## src/rtl/enc8b10b_pkg.sv

```systemverilog
// Shared 8b/10b definitions: disparity constants, RD- sub-block code tables,
// the legal K-character list and the x.A7 trigger sets.
package enc8b10b_pkg;

  localparam logic RD_NEG = 1'b0;
  localparam logic RD_POS = 1'b1;

  // abcdei for D.0..D.31 at RD-; RD+ forms are derived in the lane encoder.
  localparam logic [5:0] CODE6_NEG [32] = '{
    6'b100111, 6'b011101, 6'b101101, 6'b110001, 6'b110101, 6'b101001, 6'b011001, 6'b111000,
    6'b111001, 6'b100101, 6'b010101, 6'b110100, 6'b001101, 6'b101100, 6'b011100, 6'b010111,
    6'b011011, 6'b100011, 6'b010011, 6'b110010, 6'b001011, 6'b101010, 6'b011010, 6'b111010,
    6'b110011, 6'b100110, 6'b010110, 6'b110110, 6'b001110, 6'b101110, 6'b011110, 6'b101011
  };

  // fghj for D.x.0..D.x.P7 at RD-.
  localparam logic [3:0] CODE4_NEG [8] = '{
    4'b1011, 4'b1001, 4'b0101, 4'b1100, 4'b1101, 4'b1010, 4'b0110, 4'b1110
  };

  localparam logic [5:0] K28_6B_NEG   = 6'b001111;
  localparam logic [3:0] CODE4_A7_NEG = 4'b0111;

  function automatic logic is_legal_k(input logic [7:0] b);
    return (b[4:0] == 5'd28) ||
           ((b[7:5] == 3'd7) && ((b[4:0] == 5'd23) || (b[4:0] == 5'd27) ||
                                 (b[4:0] == 5'd29) || (b[4:0] == 5'd30)));
  endfunction

  function automatic logic a7_at_neg(input logic [4:0] x);
    return (x == 5'd17) || (x == 5'd18) || (x == 5'd20);
  endfunction

  function automatic logic a7_at_pos(input logic [4:0] x);
    return (x == 5'd11) || (x == 5'd13) || (x == 5'd14);
  endfunction

  function automatic logic balanced6(input logic [5:0] v);
    return $countones(v) == 3;
  endfunction

  function automatic logic balanced4(input logic [3:0] v);
    return $countones(v) == 2;
  endfunction

endpackage

```

## src/rtl/enc8b10b_lane.sv

```systemverilog
// Combinational single-byte 8b/10b encoder stage; running disparity in, out.
// Illegal K requests fall back to the D code of the same byte and flag k_err.
module enc8b10b_lane
  import enc8b10b_pkg::*;
(
  input  logic [7:0] data,
  input  logic       k,
  input  logic       rd_in,
  output logic [9:0] code,
  output logic       rd_next,
  output logic       k_err
);

  logic [4:0] x;
  logic [2:0] y;
  logic       k_ok;
  logic       k28;
  logic       rd6;
  logic [5:0] six_neg;
  logic [5:0] six;
  logic [3:0] four_neg;
  logic [3:0] four;

  assign x     = data[4:0];
  assign y     = data[7:5];
  assign k_ok  = k && is_legal_k(data);
  assign k_err = k && !k_ok;
  assign k28   = k_ok && (x == 5'd28);

  always_comb begin
    six_neg = k28 ? K28_6B_NEG : CODE6_NEG[x];
    // D.7 is balanced yet still has a distinct RD+ form.
    six = ((rd_in == RD_POS) && (!balanced6(six_neg) || (x == 5'd7))) ? ~six_neg : six_neg;
    rd6 = balanced6(six_neg) ? rd_in : ~rd_in;

    if ((y == 3'd7) && (k_ok || ((rd6 == RD_NEG) && a7_at_neg(x)) ||
                        ((rd6 == RD_POS) && a7_at_pos(x))))
      four_neg = CODE4_A7_NEG;
    else
      four_neg = CODE4_NEG[y];

    // K28.1/.2/.5/.6 invert the balanced 4b code when the 6b block left RD-.
    if (k28 && (y inside {3'd1, 3'd2, 3'd5, 3'd6}))
      four = (rd6 == RD_POS) ? four_neg : ~four_neg;
    else
      four = ((rd6 == RD_POS) && (!balanced4(four_neg) || (y == 3'd3))) ? ~four_neg : four_neg;

    rd_next = balanced4(four_neg) ? rd6 : ~rd6;
    code    = {six, four};
  end

endmodule

```

## src/rtl/enc8b10b_multi.sv

```systemverilog
// Multi-lane 8b/10b encoder with registered output and RD chained across lanes/beats.
// Optional ENC8B10B_RD_FORCE_EN adds rd_force/rd_force_val to override lane 0's RD.
module enc8b10b_multi
  import enc8b10b_pkg::*;
#(
  parameter int LANES        = 2,
  parameter int OUT_REG_SKID = 0
) (
  input  logic                  BYTECLK,
  input  logic                  RESET_N,
  input  logic [8*LANES-1:0]    data_in,
  input  logic [LANES-1:0]      k_in,
  input  logic                  in_valid,
  output logic                  in_ready,
  output logic [10*LANES-1:0]   data_out,
  output logic                  out_valid,
  input  logic                  out_ready,
  output logic [LANES-1:0]      code_err,
  output logic                  rd_out
`ifdef ENC8B10B_RD_FORCE_EN
  ,
  input  logic                  rd_force,
  input  logic                  rd_force_val
`endif
);

  logic                  rd_reg;
  logic [LANES:0]        rd_chain;
  logic [10*LANES-1:0]   enc_code;
  logic [LANES-1:0]      enc_err;
  logic                  valid_reg;
  logic [10*LANES-1:0]   data_reg;
  logic [LANES-1:0]      err_reg;
  logic                  rdo_reg;
  logic                  accept;

`ifdef ENC8B10B_RD_FORCE_EN
  assign rd_chain[0] = rd_force ? rd_force_val : rd_reg;
`else
  assign rd_chain[0] = rd_reg;
`endif

  genvar gi;
  generate
    for (gi = 0; gi < LANES; gi++) begin : g_lane
      enc8b10b_lane u_lane (
        .data    (data_in[8*gi +: 8]),
        .k       (k_in[gi]),
        .rd_in   (rd_chain[gi]),
        .code    (enc_code[10*gi +: 10]),
        .rd_next (rd_chain[gi+1]),
        .k_err   (enc_err[gi])
      );
    end
  endgenerate

  assign accept = in_valid && in_ready;

  always_ff @(posedge BYTECLK or negedge RESET_N) begin
    if (!RESET_N)
      rd_reg <= RD_NEG;
    else if (accept)
      rd_reg <= rd_chain[LANES];
  end

  generate
    if (OUT_REG_SKID == 0) begin : g_direct
      assign in_ready = !valid_reg || out_ready;

      always_ff @(posedge BYTECLK or negedge RESET_N) begin
        if (!RESET_N) begin
          valid_reg <= 1'b0;
          data_reg  <= '0;
          err_reg   <= '0;
          rdo_reg   <= RD_NEG;
        end else if (in_ready) begin
          valid_reg <= in_valid;
          if (in_valid) begin
            data_reg <= enc_code;
            err_reg  <= enc_err;
            rdo_reg  <= rd_chain[LANES];
          end
        end
      end
    end else begin : g_skid
      logic                skid_valid_reg;
      logic [10*LANES-1:0] skid_data_reg;
      logic [LANES-1:0]    skid_err_reg;
      logic                skid_rd_reg;

      // in_ready only looks at registered state, breaking the out_ready path.
      assign in_ready = !skid_valid_reg;

      always_ff @(posedge BYTECLK or negedge RESET_N) begin
        if (!RESET_N) begin
          valid_reg      <= 1'b0;
          data_reg       <= '0;
          err_reg        <= '0;
          rdo_reg        <= RD_NEG;
          skid_valid_reg <= 1'b0;
          skid_data_reg  <= '0;
          skid_err_reg   <= '0;
          skid_rd_reg    <= RD_NEG;
        end else if (!valid_reg || out_ready) begin
          if (skid_valid_reg) begin
            valid_reg      <= 1'b1;
            data_reg       <= skid_data_reg;
            err_reg        <= skid_err_reg;
            rdo_reg        <= skid_rd_reg;
            skid_valid_reg <= 1'b0;
          end else begin
            valid_reg <= in_valid;
            if (in_valid) begin
              data_reg <= enc_code;
              err_reg  <= enc_err;
              rdo_reg  <= rd_chain[LANES];
            end
          end
        end else if (accept) begin
          skid_valid_reg <= 1'b1;
          skid_data_reg  <= enc_code;
          skid_err_reg   <= enc_err;
          skid_rd_reg    <= rd_chain[LANES];
        end
      end
    end
  endgenerate

  assign out_valid = valid_reg;
  assign data_out  = data_reg;
  assign code_err  = err_reg;
  assign rd_out    = rdo_reg;

endmodule

```

## config.mk

```make
export PLATFORM = sky130hd
export DESIGN_NAME = enc8b10b_multi
export DESIGN_NICKNAME = d
export VERILOG_FILES = /design/src/rtl/enc8b10b_pkg.sv /design/src/rtl/enc8b10b_lane.sv /design/src/rtl/enc8b10b_multi.sv
export SDC_FILE = /design/constraint.sdc
export NUM_CORES = 1
export LEC_CHECK = 0
export ABC_CLOCK_PERIOD_IN_PS = 17800
export CAP_MARGIN = 20
export CORE_ASPECT_RATIO = 0.7
export CORE_MARGIN = 4
export CORE_UTILIZATION = 30
export DETAILED_ROUTE_END_ITERATION = 8
export PLACE_DENSITY = 0.52
export RECOVER_POWER = 25
export REMOVE_ABC_BUFFERS = 1
export SLEW_MARGIN = 20
export SYNTH_ARGS = -nofsm -noshare
export SYNTH_HDL_FRONTEND = slang
export SYNTH_SLANG_ARGS = --single-unit
```

## constraint.sdc

```tcl
create_clock -name BYTECLK -period 17.8 [get_ports BYTECLK]
set_clock_uncertainty 0.1 [all_clocks]
set_input_delay 3.56 -clock BYTECLK [delete_from_list [all_inputs] [get_ports BYTECLK]]
set_output_delay 3.56 -clock BYTECLK [all_outputs]
set_load 0.01 [all_outputs]
```

==> metrics.md, run 1 <==
| Metric | Value |
|---|---|
| Max-Cap Viols | 0 |
| DP Cell Count | about 460 |
| Status | finished clean |
| Overall power | about 0.00040 W |
| Top FF cell, synth | dfrtp_1 |
| Final count of hold timing violations | 0 |
| FF-to-FF End | data_out[10] |
| Most frequent cells in the layout | nand2_1 (47), clkdlybuf4s50_1 (45), o21ai_0 (32) |
| Setup_tns | 0 ps |
| Critical path's largest stage delay | 590 ps |
| DR vias | around 2400 |
| Initial DRC count | 153 |
| Final setup fails | 0 |
| Number of nets with antenna violations after routing | 0 |
| Clock root cell | clkbuf_16 |
| Port bufs | 46 |
| Initial core utilization | 0.310 |
| DRC Markers | 0 |
| Clk_lat worst skew | between 200 and 300 ps |
| GPL Wtd Cong | 0.791 |
| Post-DP HPWL | 5070 um |
| Placed Instance Area | 3180 um2 |
| Ant diodes | 0 |
| Cell leakage power | 1.35 nW |
| Postcts setup bufs | 0 |
| Slowest cell on crit path | clkdlybuf4s50_1 |
| Share of cells above drive strength 1 | 0.0546 |
| Total global routing overflow | 0 |
| Fillers | about 890 |
| Peak Freq | about 79 MHz |
| Yosys warnings | 0 |
| Finished Layout Cells | roughly 470 |
| Die span in y | around 86 um |
| CP startpoint kind | input pin |
| Worst R2R Path Depth | 21 |
| CP Data Arrival Time | ~13000 ps |
| Number of enable flip-flop cells after synthesis | 0 |
| Routed wire length | 6670 um |
| Met2 GRT Util | 0.195 |
| Hold slack final | roughly 380 ps |
| Critical path type | input pin to flip-flop |
| Drt first pass iters | 4 |
| Worst slew margin | 0.0605 |
| Initial antenna violation count | 0 |
| DIE WIDTH | between 100 and 150 um |
| Cell mode on critical path | ha_1 |
| Number of gates resized after cts | 0 |
| Most common cell after layout, fill and taps aside | nand2_1 |
| Async S/R FF share, synth | 1.00 |
| Final Max Slew Viols | 0 |
| Unrepaired setup endpoints after global routing | false |
| Hold Path Stages | 2 |
| Largest net degree at the start of global routing | 47 |
| Seq/Total Area, Yosys | 0.229 |
| CTS tree | built |
| FP Rows | 28 |
| Mean cell area of the mapped netlist | around 8.3 um2 |
| Post-Syn Area | 2630 um2 |
| FF-to-FF Start | rd_reg |
| First-pass GRT wire length | between 10000 and 15000 um |
| Hold Buf Count CTS | 0 |
| Core ar. | 8480 um2 |
| Final instance area | about 3300 um2 |
| Crit path required time | 17880 ps |
| Die area | around 10000 um2 |
| CTS sink cnt | 24 |
| GR Layer Usage met3 | 0.0280 |
| Synth cell types | roughly 60 |
| GRT Total Usage | 0.133 |
| Final min period | about 13000 ps |
| Vias in the first global route | about 2300 |
| Clock Tree Buf Depth | 2 |
| Hold worst-path end | data_out[0] |
| Hold path start | data_out[0] |
| Htree depth | 1 |
| Crit path capture type | flip-flop |
| Seq cells post-synth | 24 |
| Worst hold path type | flip-flop to flip-flop |
| Most used routing layer | met1 |
| Syn Inst Count | about 320 |
| Ports | 47 |
| CTS clk-pin slew, worst paths | around 60 ps |
| Maximum fanout along the worst path | 6 |
| Area Growth Syn to Fin | 24.1% |
| Worst IR Drop VDD | about 0.000050 V |
| Power Density | 123 nW/um2 |
| Reg2reg setup slack | about 11000 ps |
| Vias per inst | 5.05 |
| CTS Buf Count | 3 |
| Period utilization | 0.709 |
| Max reg flops | 20 |
| Final net count | a little over 400 |
| Met1 Usage GRT | 0.203 |
| DR WL/cell | 14.2 um |
| Worst-Margin Slew | 1410 ps |
metrics by stage:
stage	util	setup slack, ps
floorplan	-	6410
global placement	0.375	5210
detailed placement	0.375	4940
CTS	0.385	5190
global route	0.385	4430
finish	0.385	5180
worst max-delay path by stage:
stage,startpoint,end,depth (start not counted)
after floorplan,data_in[0],data_out[10],32
after global placement,data_in[2],data_out[11],31
after detailed placement,data_in[0],data_out[10],33
after CTS,data_in[0],data_out[10],33
after global routing,data_in[0],data_out[10],33
final,data_in[0],data_out[10],33
cell usage after synthesis (all sizes together), types with 6 or more instances:
cell type | number | share of area
nor3 | 6 | 0.013
ha | 26 | 0.12
dfrtp | 24 | 0.23
xnor2 | 15 | 0.057
a21oi | 22 | 0.043
clkbuf | 17 | 0.024
nand2 | 48 | 0.070
a211oi | 6 | 0.017
inv | 13 | 0.019
fa | 6 | 0.046
o21ai | 35 | 0.067
xor2 | 10 | 0.033
nor2 | 14 | 0.020
kinds of logic after synthesis:
kind of cell,after synthesis,share of synthesized area
AOI/OAI and AO/OA,100,0.254
xor gates and xnor gates,26,0.0995
adders and majority gates,33,0.173
buffers and inverters,34,0.0490
DFF,24,0.229
muxes,8,0.0362
and+or+nand+nor,91,0.160
per-layer routing:
layer / vias to the layer above / wire, um
met4: 0 / 76
met5: - / 0
met1: 1103 / 3390
li1: 1191 / -
met2: 63 / 2880
met3: 8 / 324
final cells by class:
type | count | area (um2) | area share
Clock buffer | 4 | 88.8 | 0.0272
Sequential cell | 24 | 601 | 0.184
Multi-Input combinational cell | 258 | 1900 | 0.582
Timing Repair Buffer | 48 | 472 | 0.145
Tap cell | 120 | 150 | 0.0460
Inverter | 14 | 52.6 | 0.0161
report_power, final:
group / switching [W] / leakage [nW] / internal (W) / total, W
clock network: 0.0000207 / 0.0442 / 0.0000344 / 0.0000551
logic: 0.000124 / 1.01 / 0.000129 / 0.000254
registers: 0.0000145 / 0.294 / 0.0000784 / 0.0000929
total: 0.000160 / 1.35 / 0.000242 / 0.000402
worst max-delay path, delay by kind of cell:
family	cells	cell delay, ps
adders and majority gates	10	3350
AOI/OAI and AO/OA	11	2290
and+or+nand+nor	4	1080
xor gates and xnor gates	4	1070
buffers and inverters	2	740
muxes	2	590
Note: power is estimated with default switching activity, not from simulation.
==> inputs of run 2 (changes only) <==
- ABC_CLOCK_PERIOD_IN_PS: 17800 -> 10200
- PLACE_DENSITY: 0.52 -> 0.54
- clock period: 17.8 -> 10.2 ns (I/O delays scaled with it)
==> run 2 against run 1 <==
Core utilization increased by 2.8 points. Worst setup slack got worse by 4700 ps. Sequential power increased by 77%. Critical path depth unchanged. First-iteration DRC count increased by 3.3%. Combinational power increased by 97%. Die area unchanged. Routed wire length increased by 0.40%. Sequential share of layout area decreased by 1.3 points. Non-clock buffer count increased by 23.
==> metrics.md, run 2 (synthesis gave the netlist of run 1 again) <==
| Metric | Value |
|---|---|
| Core ar. | 8480 um2 (unchanged) |
| Power Density | 216 nW/um2 (+76%) |
| Clk_lat worst skew | 250 ps (about the same) |
| FP Rows | 28 (unchanged) |
| DR vias | 2428 (+2.7%) |
| Status | finished clean |
| Overall power | 0.000757 W (+89%) |
| Cell leakage power | 1.49 nW (+10%) |
| Final Max Slew Viols | 0 (unchanged) |
| Critical path type | input pin to flip-flop |
| GRT Total Usage | 0.133 (-0.000346) |
| Area Growth Syn to Fin | 33.3% |
| Worst IR Drop VDD | 0.0000966 V (+93%) |
| Register area | 601 um2 (unchanged) |
| Gate power share | 0.660 (+0.028) |
| Vias per inst | 4.95 (-2.1%) |
| CP Data Arrival Time | 9770 ps (-2930 ps) |
| Cell mode on critical path | ha_1 |
| Post-DP HPWL | 5300 um (+4.5%) |
| Final min period | 9690 ps |
| Port bufs | 46 (unchanged) |
| Critical path's largest stage delay | 480 ps (-110 ps) |
| Die span in y | 86.3 um (unchanged) |
| Worst-Margin Slew | 1320 ps (-87.9 ps) |
| Period utilization | 0.950 |
| Max reg flops | 20 (unchanged) |
| Maximum fanout along the worst path | 5 (-1) |
| DRC Markers | 0 (unchanged) |
| Final Util | 0.413 (+0.0283) |
| Htree depth | 1 (unchanged) |
| Drt first pass iters | 5 (+1) |
| Ant diodes | 0 (unchanged) |
| Most common cell after layout, fill and taps aside | nand2_1 |
| Sw power | 0.000292 W (+83%) |
| Clock group share of total power | 0.123 (-0.014) |
| Worst hold path type | flip-flop to flip-flop |
| Worst slew margin | 0.119 (+0.0586) |
| Initial antenna violation count | 0 (unchanged) |
| Ports | 47 (unchanged) |
| Number of nets with antenna violations after routing | 0 (unchanged) |
| Share of cells above drive strength 1 | 0.132 (+0.0775) |
| Worst R2R Path Depth | 21 (unchanged) |
| Final count of hold timing violations | 0 (unchanged) |
| Multi-input logic area | 1960 um2 (+3.0%) |
| First-pass GRT wire length | 11500 um (-0.36%) |
| CP startpoint kind | input pin |
| GPL Wtd Cong | 0.856 (+8.2%) |
| Clock Tree Buf Depth | 2 (unchanged) |
| Seq pwr share | 0.217 (-0.014) |
| Most frequent cells in the layout | nand2_1 (47), clkdlybuf4s50_1 (45), o21ai_0 (30) |
| Int Power | 0.000465 W (+92%) |
| CTS tree | built |
| CTS sink cnt | 24 (unchanged) |
| Fillers | 883 (-1.2%) |
| CTS Buf Count | 3 (unchanged) |
| Total global routing overflow | 0 (unchanged) |
| Initial core utilization | 0.310 (unchanged) |
| DR WL/cell | 13.6 um (-4.3%) |
| Final setup fails | 0 (unchanged) |
| Crit path capture type | flip-flop |
| Crit path required time | 10280 ps (-7600 ps) |
| Slowest cell on crit path | clkdlybuf4s50_1 |
| Routed wire length | 6700 um (+0.40%) |
| Initial DRC count | 158 (+3.3%) |
| Vias in the first global route | 2281 (+0.44%) |
| CTS clk-pin slew, worst paths | 60 ps (about the same) |
| DIE WIDTH | 120 um (unchanged) |
| Switching share of power | 0.386 (-0.0115) |
| Clock root cell | clkbuf_16 |
| DP Worst Slack | -168 ps (-5110 ps) |
| Final worst setup slack | 510 ps (-4670 ps) |
| Max-Cap Viols | 0 (unchanged) |
| Largest net degree at the start of global routing | 47 (unchanged) |
| Hold Path Stages | 2 (unchanged) |
| Die area | 10300 um2 (unchanged) |
| Final net count | 426 (+5.7%) |
| Peak Freq | 103 MHz |
## run 2: final cells by class
type                       instances  share of cell area
sequential                        24               0.171
multi-input combinational        258               0.558
tap                              120              0.0429
timing repair buffer              71               0.187
inverter                          14              0.0150
clock buffer                       4              0.0254
## run 2: stage by stage
step	hold slack, ps	cell area [um2]	setup TNS (ps)	instances
final	382	3500	0	491
after CTS	391	3440	0	490
after floorplan	416	2550	0	296
after global routing	426	3500	-28.5	491
after detailed placement	375	3350	-546	486
after global placement	365	3350	0	486
## run 2: power groups by stage
| stage | logic (W) | clock network, W | registers [W] |
|---|---|---|---|
| floorplan | 0.000272 | 0 | 0.000180 |
| global placement | 0.000471 | 0 | 0.000166 |
| detailed placement | 0.000480 | 0 | 0.000166 |
| CTS | 0.000483 | 0.0000965 | 0.000165 |
| global route | 0.000555 | 0.000101 | 0.000171 |
| finish | 0.000500 | 0.0000932 | 0.000164 |
## run 2: final timing paths
check / slack, ps / end / start
worst max-delay path: 510 / data_out[10] / data_in[1]
worst min register to register: 380 / data_out[2] / data_out[2]
max in group asynchronous: 7260 / data_out[4] / RESET_N
worst min-delay path: 380 / data_out[2] / data_out[2]
worst max register to register: 4570 / data_out[10] / rd_reg
min in group asynchronous: 1960 / data_out[13] / RESET_N
## run 2: repair_timing
action / 4_1_cts / 5_1_grt
setup endpoints to repair: 0 / 4
setup buffers: 0 / 1
hold buffers: 0 / 0
gates resized for setup: 0 / 10
## run 2: critical path, delay by kind of cell
family                   cells  cell delay (ps)
AND/OR/NAND/NOR              4              750
buffers and inverters        2              590
AO/OA/AOI/OAI               11             1710
XOR/XNOR                     4              850
adder cells (fa/ha/maj)     10             3220
multiplexers                 2              590
## run 2: routing by layer
layer / GRT usage / share of wire / up-vias
met3: 0.0307 / 0.064 / 2
met5: 0 / 0 / -
met2: 0.192 / 0.41 / 73
met1: 0.206 / 0.52 / 1112
li1: - / - / 1241
met4: 0.0135 / 0.0031 / 0
==> inputs of run 3 (changes only) <==
- CELL_PAD_IN_SITES_DETAIL_PLACEMENT: unset -> 1
- CELL_PAD_IN_SITES_GLOBAL_PLACEMENT: unset -> 1
- CORE_UTILIZATION: 30 -> 36
- PLACE_DENSITY: 0.54 -> 0.79
==> run 3 against run 2 <==
Cell count fell by 5.1%. Via count rose by 4.9%. Highest routed layer unchanged. Largest power group unchanged. Critical path depth shrank 1.
==> metrics.md, run 3 (synthesis gave the netlist of run 1 again) <==
| Metric | Value |
|---|---|
| DIE WIDTH | 110 um (-8.1%) |
| Power Density | 220 nW/um2 (+1.7%) |
| Most used routing layer | met2 |
| DR WL/cell | 17.4 um (+27%) |
| Routed wire length | 8100 um (+21%) |
| Core ar. | 6910 um2 (-18%) |
| Initial core utilization | 0.380 (+0.0702) |
| Overall power | 0.000762 W (+0.62%) |
| Number of nets with antenna violations after routing | 0 (unchanged) |
| Critical path type | input pin to flip-flop |
| Vias in the first global route | 2635 (+16%) |
| Largest net degree at the start of global routing | 47 (unchanged) |
| Crit path required time | 10300 ps (+20 ps) |
| Fillers | 812 (-8.0%) |
| Drt first pass iters | 4 (-1) |
| Most frequent cells in the layout | nand2_1 (47), clkdlybuf4s50_1 (45), o21ai_0 (29) |
| Initial antenna violation count | 0 (unchanged) |
| Period utilization | 0.963 (+0.0130) |
| GRT Total Usage | 0.192 (+0.0595) |
| Max reg flops | 20 (unchanged) |
| Peak Freq | 102 MHz (-1.4%) |
| Gate power share | 0.670 (+0.010) |
| Clock Tree Buf Depth | 2 (unchanged) |
| Crit path capture type | flip-flop |
| Port bufs | 46 (unchanged) |
| Maximum fanout along the worst path | 6 (+1) |
| Cell leakage power | 1.48 nW (-0.86%) |
| Met2 GRT Util | 0.325 (+0.133) |
| Ant diodes | 0 (unchanged) |
| Worst IR Drop VDD | 0.0000987 V (+2.2%) |
| Register area | 601 um2 (unchanged) |
| Hold Path Stages | 2 (unchanged) |
| Final min period | 9820 ps (+133 ps) |
| Worst hold path type | flip-flop to flip-flop |
| Most common cell after layout, fill and taps aside | nand2_1 |
| Share of cells above drive strength 1 | 0.140 (+0.00771) |
| Final worst setup slack | 377 ps (-133 ps) |
| Die span in y | 79.5 um (-7.9%) |
| CTS clk-pin slew, worst paths | 90 ps (+30 ps) |
| Final setup fails | 0 (unchanged) |
| Int Power | 0.000460 W (-1.1%) |
| Met1 Usage GRT | 0.265 (+0.0589) |
| First-pass GRT wire length | 13600 um (+19%) |
| CP startpoint kind | input pin |
| Slowest cell on crit path | fa_1 |
| DRC Markers | 0 (unchanged) |
| Multi-input logic area | 1960 um2 (+0.13%) |
| Worst-Margin Slew | 1380 ps (+61.3 ps) |
| Initial DRC count | 136 (-14%) |
| CP Data Arrival Time | 9930 ps (+160 ps) |
| FP Rows | 25 (-11%) |
| Seq pwr share | 0.216 (about the same) |
| Hold slack final | 394 ps (+11.9 ps) |
| Vias per inst | 5.46 (+10%) |
| CTS Buf Count | 3 (unchanged) |
| CTS sink cnt | 24 (unchanged) |
| Sw power | 0.000302 W (+3.4%) |
| Max-Cap Viols | 0 (unchanged) |
| DP Worst Slack | -378 ps (-209 ps) |
| DR vias | 2546 (+4.9%) |
| Clock group share of total power | 0.114 (-0.009) |
| Worst slew margin | 0.0782 (-0.0409) |
| Htree depth | 1 (unchanged) |
| Switching share of power | 0.396 (+0.0105) |
| Clk_lat worst skew | 270 ps (+20 ps) |
| Critical path's largest stage delay | 490 ps (about the same) |
| GR Layer Usage met3 | 0.0340 (+0.00329) |
| Final count of hold timing violations | 0 (unchanged) |
| Unrepaired setup endpoints after global routing | false |
| Ports | 47 (unchanged) |
| Area Growth Syn to Fin | 31.9% |
| Cell mode on critical path | ha_1 |
| GPL Wtd Cong | 0.820 (-4.2%) |
| Worst R2R Path Depth | 21 (unchanged) |
| Total global routing overflow | 0 (unchanged) |
| Final net count | 427 (+0.23%) |
| Die area | 8750 um2 (-15%) |
| Status | finished clean |
| Clock root cell | clkbuf_8 |
| CTS tree | built |
| Final Max Slew Viols | 0 (unchanged) |
| Post-DP HPWL | 6240 um (+18%) |
==> run 3: changes by cell type in the layout (fill, tap and decap cells not counted), moves of 2 or more <==
cell / delta
clkbuf_16: -3
clkbuf_8: +2
ha_1: -2
ha_2: +2
==> run 3: layout make-up <==
| class | instances | share of cell area |
|---|---|---|
| Timing Repair Buffer | 72 | 0.192 |
| Clock inverter | 1 | 0.00867 |
| Tap cell | 94 | 0.0339 |
| Clock buffer | 3 | 0.0119 |
| Inverter | 14 | 0.0152 |
| Sequential cell | 24 | 0.173 |
| Multi-Input combinational cell | 258 | 0.565 |
==> run 3: worst max-delay path: cells and delay by family <==
family	cells	cell delay, ps
adders and majority gates	10	3310
AOI/OAI and AO/OA	10	1700
xor gates and xnor gates	4	870
and+or+nand+nor	4	810
muxes	2	600
buffers and inverters	2	580
==> run 3: per-stage QoR <==
| step | TNS [ps] | instance area, um2 | util | cells |
|---|---|---|---|---|
| global placement | 0 | 3320 | 0.481 | 460 |
| floorplan | 0 | 2550 | - | 296 |
| CTS | 0 | 3410 | 0.493 | 464 |
| global route | 0 | 3460 | 0.501 | 466 |
| finish | 0 | 3460 | 0.501 | 466 |
| detailed placement | -1290 | 3320 | 0.481 | 460 |
==> run 3: repair_timing <==
item	in CTS	in global routing
pin swaps	0	4
endpoints found under the setup margin	4	4
gates resized for setup	2	12
hold buffers	0	0
buffers inserted	0	2
gates cloned	0	0
==> run 3: power groups by stage <==
stage | combinational (W) | clock [W] | sequential [W]
after floorplan | 0.000272 | 0 | 0.000180
after global placement | 0.000468 | 0 | 0.000166
after detailed placement | 0.000488 | 0 | 0.000166
after CTS | 0.000497 | 0.0000886 | 0.000165
after global routing | 0.000560 | 0.0000948 | 0.000171
final | 0.000511 | 0.0000866 | 0.000165
==> run 3: path summary, 6_finish.rpt <==
kind	from	to	slack, ps
max in group asynchronous	RESET_N	data_out[6]	6690
min reg2reg	data_out[13]	data_out[13]	390
min in group asynchronous	RESET_N	data_out[2]	2500
max	data_in[0]	data_out[10]	380
max reg2reg	rd_reg	data_out[10]	4450
min	data_out[13]	data_out[13]	390
==> run 3: layer usage <==
layer | part of all wire | up-vias
met5 | 0 | -
met4 | 0.0028 | 0
met3 | 0.052 | 4
met2 | 0.47 | 58
met1 | 0.48 | 1251
li1 | - | 1233
